===== config.mk =====
export PLATFORM = sky130hd
export DESIGN_NAME = mux_arb
export DESIGN_NICKNAME = d
export VERILOG_FILES = /design/src/rtl/mux_arb_pkg.sv /design/src/rtl/mux_arb_fsm.sv /design/src/rtl/mux_arb.sv
export SDC_FILE = /design/constraint.sdc
export NUM_CORES = 1
export LEC_CHECK = 0
export ABC_AREA = 1
export BUFFER_PORTS_ARGS = -buffer_cell sky130_fd_sc_hd__buf_2
export CAP_MARGIN = 20
export CORE_UTILIZATION = 48
export DETAILED_ROUTE_END_ITERATION = 6
export PLACE_DENSITY = 0.78
export RECOVER_POWER = 25
export SYNTH_ARGS = -nofsm -noshare
export SYNTH_HDL_FRONTEND = slang
export SYNTH_SLANG_ARGS = --single-unit

===== constraint.sdc =====
create_clock -name clk -period 1.75 [get_ports clk]
set_input_delay 0.175 -clock clk [delete_from_list [all_inputs] [get_ports clk]]
set_output_delay 0.175 -clock clk [all_outputs]
set_load 0.02 [all_outputs]

===== src/rtl/mux_arb_pkg.sv =====
// Shared types for the two-source round-robin burst arbiter.
package mux_arb_pkg;

  typedef enum logic [1:0] {
    IDLE  = 2'd0,
    GNT_A = 2'd1,
    GNT_B = 2'd2
  } state_e;

  // Source id; also the encoding of the sel output.
  localparam logic SRC_A = 1'b0;
  localparam logic SRC_B = 1'b1;

  // Grant state that corresponds to a given source id.
  function automatic state_e gnt_state(input logic src);
    return (src == SRC_B) ? GNT_B : GNT_A;
  endfunction

endpackage


===== src/rtl/mux_arb_fsm.sv =====
// Grant sequencer: tracks the owner of the shared channel, the round-robin
// history and the beat count of the current burst.
//
//   state | meaning
//   IDLE  | no grant; arbitrate between pending requests
//   GNT_A | source A owns the channel until end of burst
//   GNT_B | source B owns the channel until end of burst
module mux_arb_fsm
  import mux_arb_pkg::*;
#(
  parameter int MAX_BURST = 16
) (
  input  logic clk,
  input  logic rst_n,
  input  logic a_valid,
  input  logic b_valid,
  input  logic xfer,
  input  logic xfer_last,
  output logic sel,
  output logic busy,
  output logic end_of_burst
);

  localparam int CNT_W = (MAX_BURST > 1) ? $clog2(MAX_BURST) : 1;
  localparam logic [CNT_W-1:0] CNT_MAX = CNT_W'(MAX_BURST - 1);

  state_e           state_q, state_d;
  logic             last_gnt_q, last_gnt_d;
  logic [CNT_W-1:0] beat_cnt_q, beat_cnt_d;
  logic             cur_src;
  logic             other_valid;

  assign cur_src      = (state_q == GNT_B) ? SRC_B : SRC_A;
  assign other_valid  = (state_q == GNT_B) ? a_valid : b_valid;
  // A burst ends on the source's own last flag or when the beat limit is hit.
  assign end_of_burst = xfer && (xfer_last || (beat_cnt_q == CNT_MAX));
  assign sel          = (state_q == GNT_B);
  assign busy         = (state_q != IDLE);

  // Next-state, round-robin history and beat counter.
  always_comb begin
    state_d    = state_q;
    last_gnt_d = last_gnt_q;
    beat_cnt_d = beat_cnt_q;
    case (state_q)
      IDLE: begin
        beat_cnt_d = '0;
        if (a_valid && b_valid) begin
          state_d = gnt_state(~last_gnt_q);
        end else if (a_valid) begin
          state_d = GNT_A;
        end else if (b_valid) begin
          state_d = GNT_B;
        end
      end
      GNT_A, GNT_B: begin
        if (end_of_burst) begin
          // The releasing source never re-grants itself directly.
          last_gnt_d = cur_src;
          beat_cnt_d = '0;
          state_d    = other_valid ? gnt_state(~cur_src) : IDLE;
        end else if (xfer) begin
          beat_cnt_d = beat_cnt_q + CNT_W'(1);
        end
      end
      default: state_d = IDLE;
    endcase
  end

  // State registers; the round-robin history favours A after reset.
  always_ff @(posedge clk or negedge rst_n) begin
    if (!rst_n) begin
      state_q    <= IDLE;
      last_gnt_q <= SRC_B;
      beat_cnt_q <= '0;
    end else begin
      state_q    <= state_d;
      last_gnt_q <= last_gnt_d;
      beat_cnt_q <= beat_cnt_d;
    end
  end

endmodule


===== src/rtl/mux_arb.sv =====
// Two-source round-robin arbiter with burst-granular grants and a one-entry
// registered output stage on a valid/ready channel.
module mux_arb
  import mux_arb_pkg::*;
#(
  parameter int WIDTH     = 8,
  parameter int MAX_BURST = 16
) (
  input  logic             clk,
  input  logic             rst_n,
  input  logic             a_valid,
  input  logic [WIDTH-1:0] a_data,
  input  logic             a_last,
  output logic             a_ready,
  input  logic             b_valid,
  input  logic [WIDTH-1:0] b_data,
  input  logic             b_last,
  output logic             b_ready,
  output logic             out_valid,
  output logic [WIDTH-1:0] out_data,
  output logic             out_last,
  input  logic             out_ready,
  output logic             sel,
  output logic             busy
);

  logic             out_valid_q, out_valid_d;
  logic [WIDTH-1:0] out_data_q, out_data_d;
  logic             out_last_q, out_last_d;
  logic             can_load;
  logic             xfer;
  logic [WIDTH-1:0] gnt_data;
  logic             gnt_last;
  logic             end_of_burst;

  mux_arb_fsm #(
    .MAX_BURST(MAX_BURST)
  ) u_fsm (
    .clk          (clk),
    .rst_n        (rst_n),
    .a_valid      (a_valid),
    .b_valid      (b_valid),
    .xfer         (xfer),
    .xfer_last    (gnt_last),
    .sel          (sel),
    .busy         (busy),
    .end_of_burst (end_of_burst)
  );

  // The output register can take a beat when empty or being drained this cycle.
  assign can_load = !out_valid_q || out_ready;
  assign a_ready  = busy && (sel == SRC_A) && can_load;
  assign b_ready  = busy && (sel == SRC_B) && can_load;
  assign xfer     = (a_valid && a_ready) || (b_valid && b_ready);
  assign gnt_data = (sel == SRC_B) ? b_data : a_data;
  assign gnt_last = (sel == SRC_B) ? b_last : a_last;

  // Output stage: load on transfer, otherwise empty once the sink has taken it.
  always_comb begin
    out_valid_d = out_valid_q;
    out_data_d  = out_data_q;
    out_last_d  = out_last_q;
    if (xfer) begin
      out_valid_d = 1'b1;
      out_data_d  = gnt_data;
      out_last_d  = gnt_last;
    end else if (out_ready) begin
      out_valid_d = 1'b0;
    end
  end

  // Output register; reset drops any in-flight beat.
  always_ff @(posedge clk or negedge rst_n) begin
    if (!rst_n) begin
      out_valid_q <= 1'b0;
      out_data_q  <= '0;
      out_last_q  <= 1'b0;
    end else begin
      out_valid_q <= out_valid_d;
      out_data_q  <= out_data_d;
      out_last_q  <= out_last_d;
    end
  end

  assign out_valid = out_valid_q;
  assign out_data  = out_data_q;
  assign out_last  = out_last_q;

endmodule

# --- Yosys cells after proc, flatten, opt, wreduce, memory -nomap -nowiden ---
# Index checks and enable logic that the tools add are counted.
word_totals:
  reg_bits: 17
  latchBits: 0
  ramBits: 0
  romBits: 0
  input_bits: 23
  output_inout_bits: 14
  elab_cells: 51
  memories: 0
classes:
  n_addsub: 1
  mul: 0
  n_div: 0
  n_lt_le_gt_ge: 0
  n_eq_ne: 6
  shifts: 0
  mux: 17
  bitwise: 1
  n_reduce_logical: 20
ops:
  columns: ["op", "n"]
  rows:
  - ["two-way mux 2 bit", 7]
  - ["logical AND 1 bit", 8]
  - ["two-way mux 4 bit", 2]
  - ["two-way mux 8 bit", 1]
  - ["case mux 4 bit (2 select lines)", 1]
  - ["AND reduction 2 bit", 3]
  - ["nonzero test 2 bit", 3]
  - ["two-way mux 1 bit", 5]
  - ["adder 4 x 1 -> 4 bit (second input constant)", 1]
  - ["== test 4 bit (second input constant)", 1]
  - ["!= test 4 x 3 -> 1 bit (second input constant)", 1]
  - ["case mux 2 bit (2 select lines)", 1]
  - ["logical OR 1 bit", 3]
  - ["!= test 3 x 2 -> 1 bit (second input constant)", 1]
  - ["== test 2 x 1 -> 1 bit (second input constant)", 1]
  - ["== test 2 bit (second input constant)", 1]
  - ["logical NOT 2 bit", 1]
  - ["!= test 2 bit (second input constant)", 1]
  - ["OR reduction 2 bit", 1]
  - ["logical NOT 1 bit", 1]
  - ["inverter 1 bit", 1]

# --- Logic depth before layout (Yosys ltp) ---
# Gate-level depths: netlist (run 1).
depth:
  ltp_word: 9
  mapped_depth: 10
  depth_no_buf: 10

# --- Hierarchy ---
# A second synthesis (run 1) with hierarchy kept.
hier_totals:
  cells_unflattened: 143
  hier_area_um2: 1102.3
by_module_without_submodules:
  columns: ["mod", "instances", "cells_per_inst", "area_each_um2", "seq_area_each_um2"]
  rows:
  - ["mux_arb", 1, 81, 644.4, 250.2]
  - ["mux_arb_fsm", 1, 62, 457.9, 176.4]

# --- Least setup slack after synthesis (run 1) ---
# Ideal clock, no wire load.
synth_path:
  path_kind: "flip-flop to flip-flop"
  from: "register u_fsm.state_q[0]"
  to: "register u_fsm.state_q[1]"
  t_arrival_ps: 1425
  setup_slack_ps: 208
  path_stages_with_launch: 10
  period_less_slack_ps: 1542
  cell_sequence: "dfrtp_1 inv_1 ha_1 inv_2 nand2_2 nand3_1 nand2_1 nand2_1 nand3b_1 nand2_1"
synth_between:
  elab_chain_len: 9
  elab_cells_between_ends: 25
synth_rtl:
  columns: ["item", "line_no", "source"]
  rows:
  - ["start: declaration", "mux_arb_fsm.sv:27", "state_e state_q, state_d;"]
  - ["start signal: assignment", "mux_arb_fsm.sv:77", "state_q <= state_d;"]
  - ["== test 2 bit (*)", "mux_arb_fsm.sv:37", "assign sel = (state_q == GNT_B);"]
  - ["named net sel", "mux_arb.sv:23", "output logic sel,"]
  - ["inverter 1 bit", "mux_arb.sv:52", "assign a_ready = busy && (sel == SRC_A) && can_load;"]
  - ["logical AND 1 bit (2 in series)", "mux_arb.sv:52", null]
  - ["logical AND 1 bit", "mux_arb.sv:54", "assign xfer = (a_valid && a_ready) || (b_valid && b_ready);"]
  - ["logical OR 1 bit", "mux_arb.sv:54", null]
  - ["logical AND 1 bit", "mux_arb_fsm.sv:36", "assign end_of_burst = xfer && (xfer_last || (beat_cnt_q == CNT_MAX));"]
  - ["!= test 2 bit (no source line)", null, null]
  - ["AND reduction 2 bit (no source line)", null, null]
# The timed path passes the listed nets; every way through them passes the cells marked *. The select of a mux whose other input is x is not followed.
# A chain may end at the register's enable or synchronous reset.

# --- Worst setup path in the final report (run 1) ---
layout_path:
  from: "register u_fsm.state_q[1]"
  to: "output a_ready"
layout_between:
  elab_chain_len: 4
  elab_cells_between_ends: 5
layout_rtl:
  columns: ["item", "line_no", "source"]
  rows:
  - ["== test 2 bit", "mux_arb_fsm.sv:37", null]
  - ["inverter 1 bit", "mux_arb.sv:52", null]
  - ["logical AND 1 bit (*) (2 in series)", "mux_arb.sv:52", null]
  - ["end: declaration", "mux_arb.sv:14", "output logic a_ready,"]
# Mark *: on every way between the ends. The rest lies on a longest branch, timed or not.

==> results.json, run 1 <==
{
  "fin_ws_ps": 64.7,
  "syn_area_um2": 998,
  "clk_pin_slew_ps": 100,
  "grt_overflow_total": 0,
  "fmax_mhz": 593,
  "syn_avg_cell_area_um2": 7.92,
  "cts_buffer_depth": 2,
  "synth.area.top_cells": "dfrtp_1, nand2_1, ha_1, a31oi_1, nand3_1",
  "startpoint_type": "flip-flop",
  "final_core_util_pct": 63.6,
  "switching_share_pct": 47.8,
  "seqPwrFrac_pct": 30.5,
  "path_class": "reg -> out",
  "synth_area_leader_cell": "dfrtp_1",
  "wire_per_inst_um": 10.7,
  "first_pass_iters": 4,
  "drc": 0,
  "avgViaCountPerCell": 4.99,
  "grt.met2_usage_pct": 31.8,
  "grt_max_degree": 18,
  "initialDrtViolationCount": 24,
  "yosysWarnings": 0,
  "synthCells": 126,
  "slew_headroom_pct": 39.8,
  "cts_tree": "done",
  "dieArea_um2": 2270,
  "period_share_pct": 96.3,
  "drive_above_1_share_pct": 32.7,
  "synth-compound-area-share_pct": 10.3,
  "yosysUniqueCellTypes": 24,
  "synth_nets": 154,
  "drv_cap": 0,
  "combPwrFrac_pct": 59.8,
  "fp.dieW_um": 47.6,
  "h-tree-depth": 1,
  "row_count": 16,
  "via_count": 974,
  "final_common_cell": "nand2_1",
  "grt_use_met3_pct": 3.40,
  "power_density_nw_per_um2": 1720,
  "root_buffer": "clkbuf_4",
  "pre_cts_slack_ps": 120,
  "critPathArrivalTime_ps": 1510,
  "async_flop_share_pct": 100,
  "area_delta_synth_final_pct": 24.9,
  "synth_top_family_by_area": "simple AND/OR/NAND/NOR gates",
  "synth_top_flop_cell": "dfrtp_1",
  "fin_tns_setup_ps": 0,
  "hold_slack_ps": 136,
  "fp.coreArea_um2": 1960,
  "antennaDiodeCount": 0,
  "r2r_end": "u_fsm.state_q[1]$_DFFE_PN0P_",
  "portBuffers": 36,
  "most-common-layout-cells": "nand2_1, buf_2, dfrtp_1",
  "crit_slowest_cell": "dfrtp_1",
  "cp.required_ps": 1570,
  "met1_usage_pct": 23.6,
  "synthAdderAreaFrac_pct": 6.27,
  "synthMuxAreaShare_pct": 0,
  "slowest_delay_ps": 440,
  "grt_pass1_vias": 741,
  "drt_wl_total_um": 2080,
  "cts_buffers": 3,
  "cp_max_fo": 5,
  "synth_edf_count": 0,
  "p_int_mw": 1.12,
  "critPathCaptureType": "output pin",
  "endpoint": "a_ready",
  "nets": 197,
  "clock-sinks": 17,
  "fin_crit_ps": 1690,
  "fin_worst_skew_ps": 2.20,
  "final_max_slew_viol_count": 0,
  "synth_top_area_share_pct": 40.1,
  "grt-busiest-layer": "met2",
  "status": "finished, final reports clean",
  "initial_core_util_pct": 50.9,
  "detail-route-antenna-nets": 0,
  "ioPinCount": 37,
  "routabilityCongestion": 0.772,
  "p_leak_nw": 0.671,
  "seq_area_frac_synth_pct": 42.7,
  "antenna_found_initial": 0,
  "synthSimpleGateAreaFrac_pct": 31.2,
  "hpwl_um": 1620,
  "reg2reg_depth": 10,
  "r2r_slack_ps": 130,
  "hold_path_class": "in -> reg",
  "timing_hold_violations_final": 0,
  "vdd_ir_drop_max_uv": 1090,
  "synth_xor_area_share_pct": 0.877,
  "ys_ff_latch": 17,
  "crit_chain": "inv_1 -> ha_1 -> nor2_2 -> and2_1 -> buf_2",
  "p_switching_mw": 1.02,
  "final-setup-viol-count": 0,
  "grt_pass1_wl_um": 2880,
  "pwr-share-clk_pct": 9.7,
  "tightestPinTransition_ps": 904,
  "insertion_delay_ps": 280,
  "grtUsageTotal_pct": 18.4,
  "r2r_start": "u_fsm.state_q[1]$_DFFE_PN0P_",
  "cp-startpoint": "u_fsm.state_q[1]$_DFFE_PN0P_",
  "die_y_um": 47.6
}
## cell type report
type                       count  area, um2
inverter                      12       45.0
multi-input combinational     93        488
clock buffer                   3       22.5
clock inverter                 1       5.00
sequential                    17        427
tap                           27       33.8
fill                         183        714
timing repair buffer          42        226
## per-layer routing
layer | vias up | wire [um]
li1 | 497 | -
met5 | - | 0
met1 | 437 | 1000
met4 | 0 | 16
met3 | 2 | 119
met2 | 38 | 941
## repair_timing
item / 4_1_cts / 5_1_grt
resized for setup: 0 / 1
setup endpoints to repair: 0 / 5
hold endpoints to repair: 16 / 0
hold buffers: 1 / 0
setup buffers: 0 / 1
## worst max-delay path, delay by kind of cell (launching register included)
family	cells	cell delay, ps
fa+ha+maj	1	240
buf+inv	2	220
flops	1	440
simple gates	2	320
## worst min path at each step
stage	cells after the start	start	to
floorplan	0	rst_n	out_data[0]$_DFFE_PN0P_
global placement	1	rst_n	out_data[0]$_DFFE_PN0P_
detailed placement	1	rst_n	out_data[0]$_DFFE_PN0P_
CTS	3	b_data[0]	out_data[0]$_DFFE_PN0P_
global route	3	a_data[3]	out_data[3]$_DFFE_PN0P_
finish	3	b_data[0]	out_data[0]$_DFFE_PN0P_
## synthesized netlist by cell type (2+ instances only)
cell type,count
ha_1,5
a31oi_1,8
nand2_2,3
nand2_1,39
dfrtp_1,16
nand3_1,10
nor2_2,2
inv_1,10
nor2_1,11
buf_2,2
inv_2,2
o21ai_0,5
nand4_1,2
## flip-flops by register name (all words and copies together), names as in the netlist
register and cells:
u_fsm.state_q 2, u_fsm.last_gnt_q 1, u_fsm.beat_cnt_q 4, out_data 8
out_valid 1, out_last 1
## kinds of logic (layout without fill, tap and decap cells)
logic type	Yosys count	in the layout
AO/OA/AOI/OAI	16	16
adder cells (fa/ha/maj)	5	5
flip-flops	17	17
buffers and inverters	16	58
XOR/XNOR	1	1
AND/OR/NAND/NOR	71	71
## power groups by stage
stage	combinational [mW]	clock (mW)	sequential [mW]
final	1.28	0.209	0.653
after global routing	1.42	0.236	0.674
after CTS	1.27	0.211	0.656
after detailed placement	1.26	0	0.665
after global placement	1.24	0	0.655
after floorplan	0.805	0	0.802
## per-stage QoR
step | std cells | instance area (um2) | power (mW)
floorplan | 126 | 998 | 1.61
global placement | 189 | 1200 | 1.89
detailed placement | 189 | 1200 | 1.93
CTS | 194 | 1240 | 2.14
global route | 195 | 1250 | 2.33
finish | 195 | 1250 | 2.15
Note: power is estimated with default switching activity, not from simulation.
==> inputs of run 2 (changes only) <==
- ABC_AREA: 1 -> not set
==> run 2 against run 1 <==
  * Global-route usage up 5.2 points
  * Sequential power shrank 0.6%
  * Clock-buffer cell count is 1 higher
  * Cell count is 8.2% lower
  * Synthesized area is 2.1% higher
  * Critical path depth grew 2
  * Combinational power up 16%
  * Cell area increased by 9.7%
  * Utilization up 5.5 points
  * First-iteration DRC count is 33% higher
  * Sequential share of layout area shrank 3.0 points
  * Largest power group unchanged
==> results.json, run 2 <==
{
  "status": "finished, final reports clean",
  "critPathCaptureType": "flip-flop",
  "cts_buffer_depth": 2,
  "whs_path_depth": 3,
  "synth_edf_count": 0,
  "async_flop_share_pct": 100,
  "fp.coreArea_um2": 1980,
  "fin_area_um2": 1370,
  "portBuffers": 36,
  "multi_input_area_um2": 583,
  "period_share_pct": 98.5,
  "synth_nets": 132,
  "yosysWarnings": 0,
  "reg2reg_depth": 7,
  "avgViaCountPerCell": 5.18,
  "via_count": 928,
  "cp.depth": 7,
  "r2r_start": "u_fsm.state_q[0]$_DFFE_PN0P_",
  "area_delta_synth_final_pct": 34.2,
  "cp_max_fo": 5,
  "hpwl_um": 1760,
  "die_y_um": 48.1,
  "synth.most_common_cell": "nand2_1",
  "cts_buffers": 3,
  "drt_wl_total_um": 2380,
  "dieArea_um2": 2310,
  "hold_path_class": "in -> reg",
  "vdd_ir_drop_max_uv": 974,
  "synth_area_leader_cell": "dfrtp_1",
  "largest_reg_flops": 8,
  "detail-route-antenna-nets": 0,
  "syn_area_um2": 1020,
  "initial_core_util_pct": 51.5,
  "root_buffer": "clkbuf_4",
  "timing_hold_violations_final": 0,
  "cp-startpoint": "u_fsm.state_q[0]$_DFFE_PN0P_",
  "antennaDiodeCount": 0,
  "fin_crit_ps": 1720,
  "cp.required_ps": 1920,
  "startpoint_type": "flip-flop",
  "crit_chain": "inv_2 -> ha_4 -> mux2_4 -> a31o_4 -> o21ai_4 -> a21oi_2 -> a32o_1",
  "h-tree-depth": 1,
  "yosysUniqueCellTypes": 32,
  "clock-sinks": 17,
  "final_max_slew_viol_count": 0,
  "dpl_cell_area_um2": 1280,
  "synth_top_flop_cell": "dfrtp_1",
  "synthCells": 104,
  "drv_cap": 0,
  "cts_tree": "done",
  "fmax_mhz": 580,
  "first_pass_iters": 4,
  "insertion_delay_ps": 290,
  "fin_tns_setup_ps": 0,
  "fin_worst_skew_ps": 10.6,
  "clk_pin_slew_ps": 90,
  "path_buf_inv": 1,
  "syn_avg_cell_area_um2": 9.81,
  "ys_ff_latch": 17,
  "routabilityCongestion": 0.912,
  "wire_per_inst_um": 13.3,
  "seqCellArea_um2": 427,
  "ioPinCount": 37,
  "path_class": "reg -> reg",
  "fin_ws_ps": 26.4,
  "grt_pass1_wl_um": 3640,
  "fp.dieW_um": 48.1,
  "row_count": 16,
  "crit_family": "compound AO/OA/AOI/OAI gates",
  "final-setup-viol-count": 0,
  "antenna_found_initial": 0,
  "pre_cts_slack_ps": -39.8,
  "synth.area.top_cells": "dfrtp_1, mux2i_1, nand2_1, ha_1, o21ai_1",
  "p_leak_nw": 0.683,
  "final_common_cell": "buf_2",
  "grtUsageTotal_pct": 23.5,
  "most-common-layout-cells": "buf_2, nand2_1, dfrtp_1",
  "initialDrtViolationCount": 32,
  "power_density_nw_per_um2": 1700,
  "tightestPinTransition_ps": 900,
  "grt_pass1_vias": 849,
  "critPathArrivalTime_ps": 1900,
  "slowest_delay_ps": 400,
  "nFillCells": 163,
  "synth_common_cells": "nand2_1, dfrtp_1, mux2i_1, o21ai_1, nor2_1",
  "slew_headroom_pct": 40.0,
  "holdCritStartpoint": "b_data[6]",
  "drc": 0,
  "rsz0062_at_grt": "yes",
  "nets": 181,
  "crit_slowest_cell": "dfrtp_1",
  "grt_overflow_total": 0,
  "drive_above_1_share_pct": 42.8,
  "synth_top_area_share_pct": 39.3,
  "seq_area_frac_synth_pct": 41.8,
  "grt_max_degree": 18
}
## run 2: changes by cell type after synthesis, moves of 3 or more
cell | before | now
o21ai_1 | 0 | 9
inv_1 | 10 | 4
nand3_1 | 10 | 5
nand2_1 | 39 | 17
nand2_2 | 3 | 0
mux2i_1 | 0 | 9
o21ai_0 | 5 | 2
nor2b_1 | 0 | 3
nor2_1 | 11 | 6
a31oi_1 | 8 | 0
## run 2: worst register-to-register path, delay by kind of cell, from the launching register on
family | cells | cell delay [ps]
buffers and inverters | 1 | 100
AO/OA/AOI/OAI | 4 | 630
adder cells (fa/ha/maj) | 1 | 170
multiplexers | 1 | 320
flip-flops | 1 | 400
## run 2: logic make-up (layout without fill, tap and decap cells)
family	after synthesis	after routing	share of synthesized area (%)
simple gates	43	43	22.6
compound gates	20	20	14.5
flops	17	17	41.8
mux	11	11	11.8
buf+inv	8	56	3.19
fa+ha+maj	5	5	6.13
## run 2: cell type report
class                      count  area share (%)
timing repair buffer          48            20.7
multi-input combinational     79            42.6
clock buffer                   4            1.92
tap                           27            2.47
sequential                    17            31.2
inverter                       4            1.10
## run 2: report_power, final
group,internal (mW),leakage [nW],switching (mW)
Clock,0.0885,0.0150,0.120
Sequential,0.550,0.214,0.0985
Combinational,0.665,0.454,0.810
## run 2: final timing paths
path | to | slack (ps)
worst max-delay path | u_fsm.state_q[0]$_DFFE_PN0P_ | 30
worst min-delay path | out_data[6]$_DFFE_PN0P_ | 160
worst max register to register | u_fsm.state_q[0]$_DFFE_PN0P_ | 30
worst min register to register | out_data[6]$_DFFE_PN0P_ | 490
max in group asynchronous | u_fsm.state_q[0]$_DFFE_PN0P_ | 680
min in group asynchronous | out_data[3]$_DFFE_PN0P_ | 510
## run 2: what timing repair did
item / 4_1_cts / 5_1_grt
hold endpoints to repair: 16 / 0
setup endpoints to repair: 4 / 6
pin swaps: 0 / 5
hold buffers: 1 / 0
gates resized for setup: 0 / 3
buffers inserted: 3 / 3
## run 2: per-layer routing
| metal | vias up | share of wire (%) | routed length [um] | track usage (%) |
|---|---|---|---|---|
| li1 | 458 | - | - | - |
| met3 | 4 | 2.9 | 69 | 6.67 |
| met4 | 0 | 1.4 | 34 | 6.67 |
| met5 | - | 0 | 0 | 0 |
| met1 | 438 | 43 | 1030 | 26.0 |
| met2 | 28 | 52 | 1250 | 43.8 |
## run 2: through the flow
stage	power, mW	cells	utilization (%)	hold WS (ps)
6_report	2.33	179	69.1	163
5_1_grt	2.52	179	69.1	159
4_1_cts	2.28	176	67.5	161
3_5_place_dp	2.03	168	64.5	116
3_3_place_gp	1.98	168	64.5	119
2_1_floorplan	1.58	104	-	-121
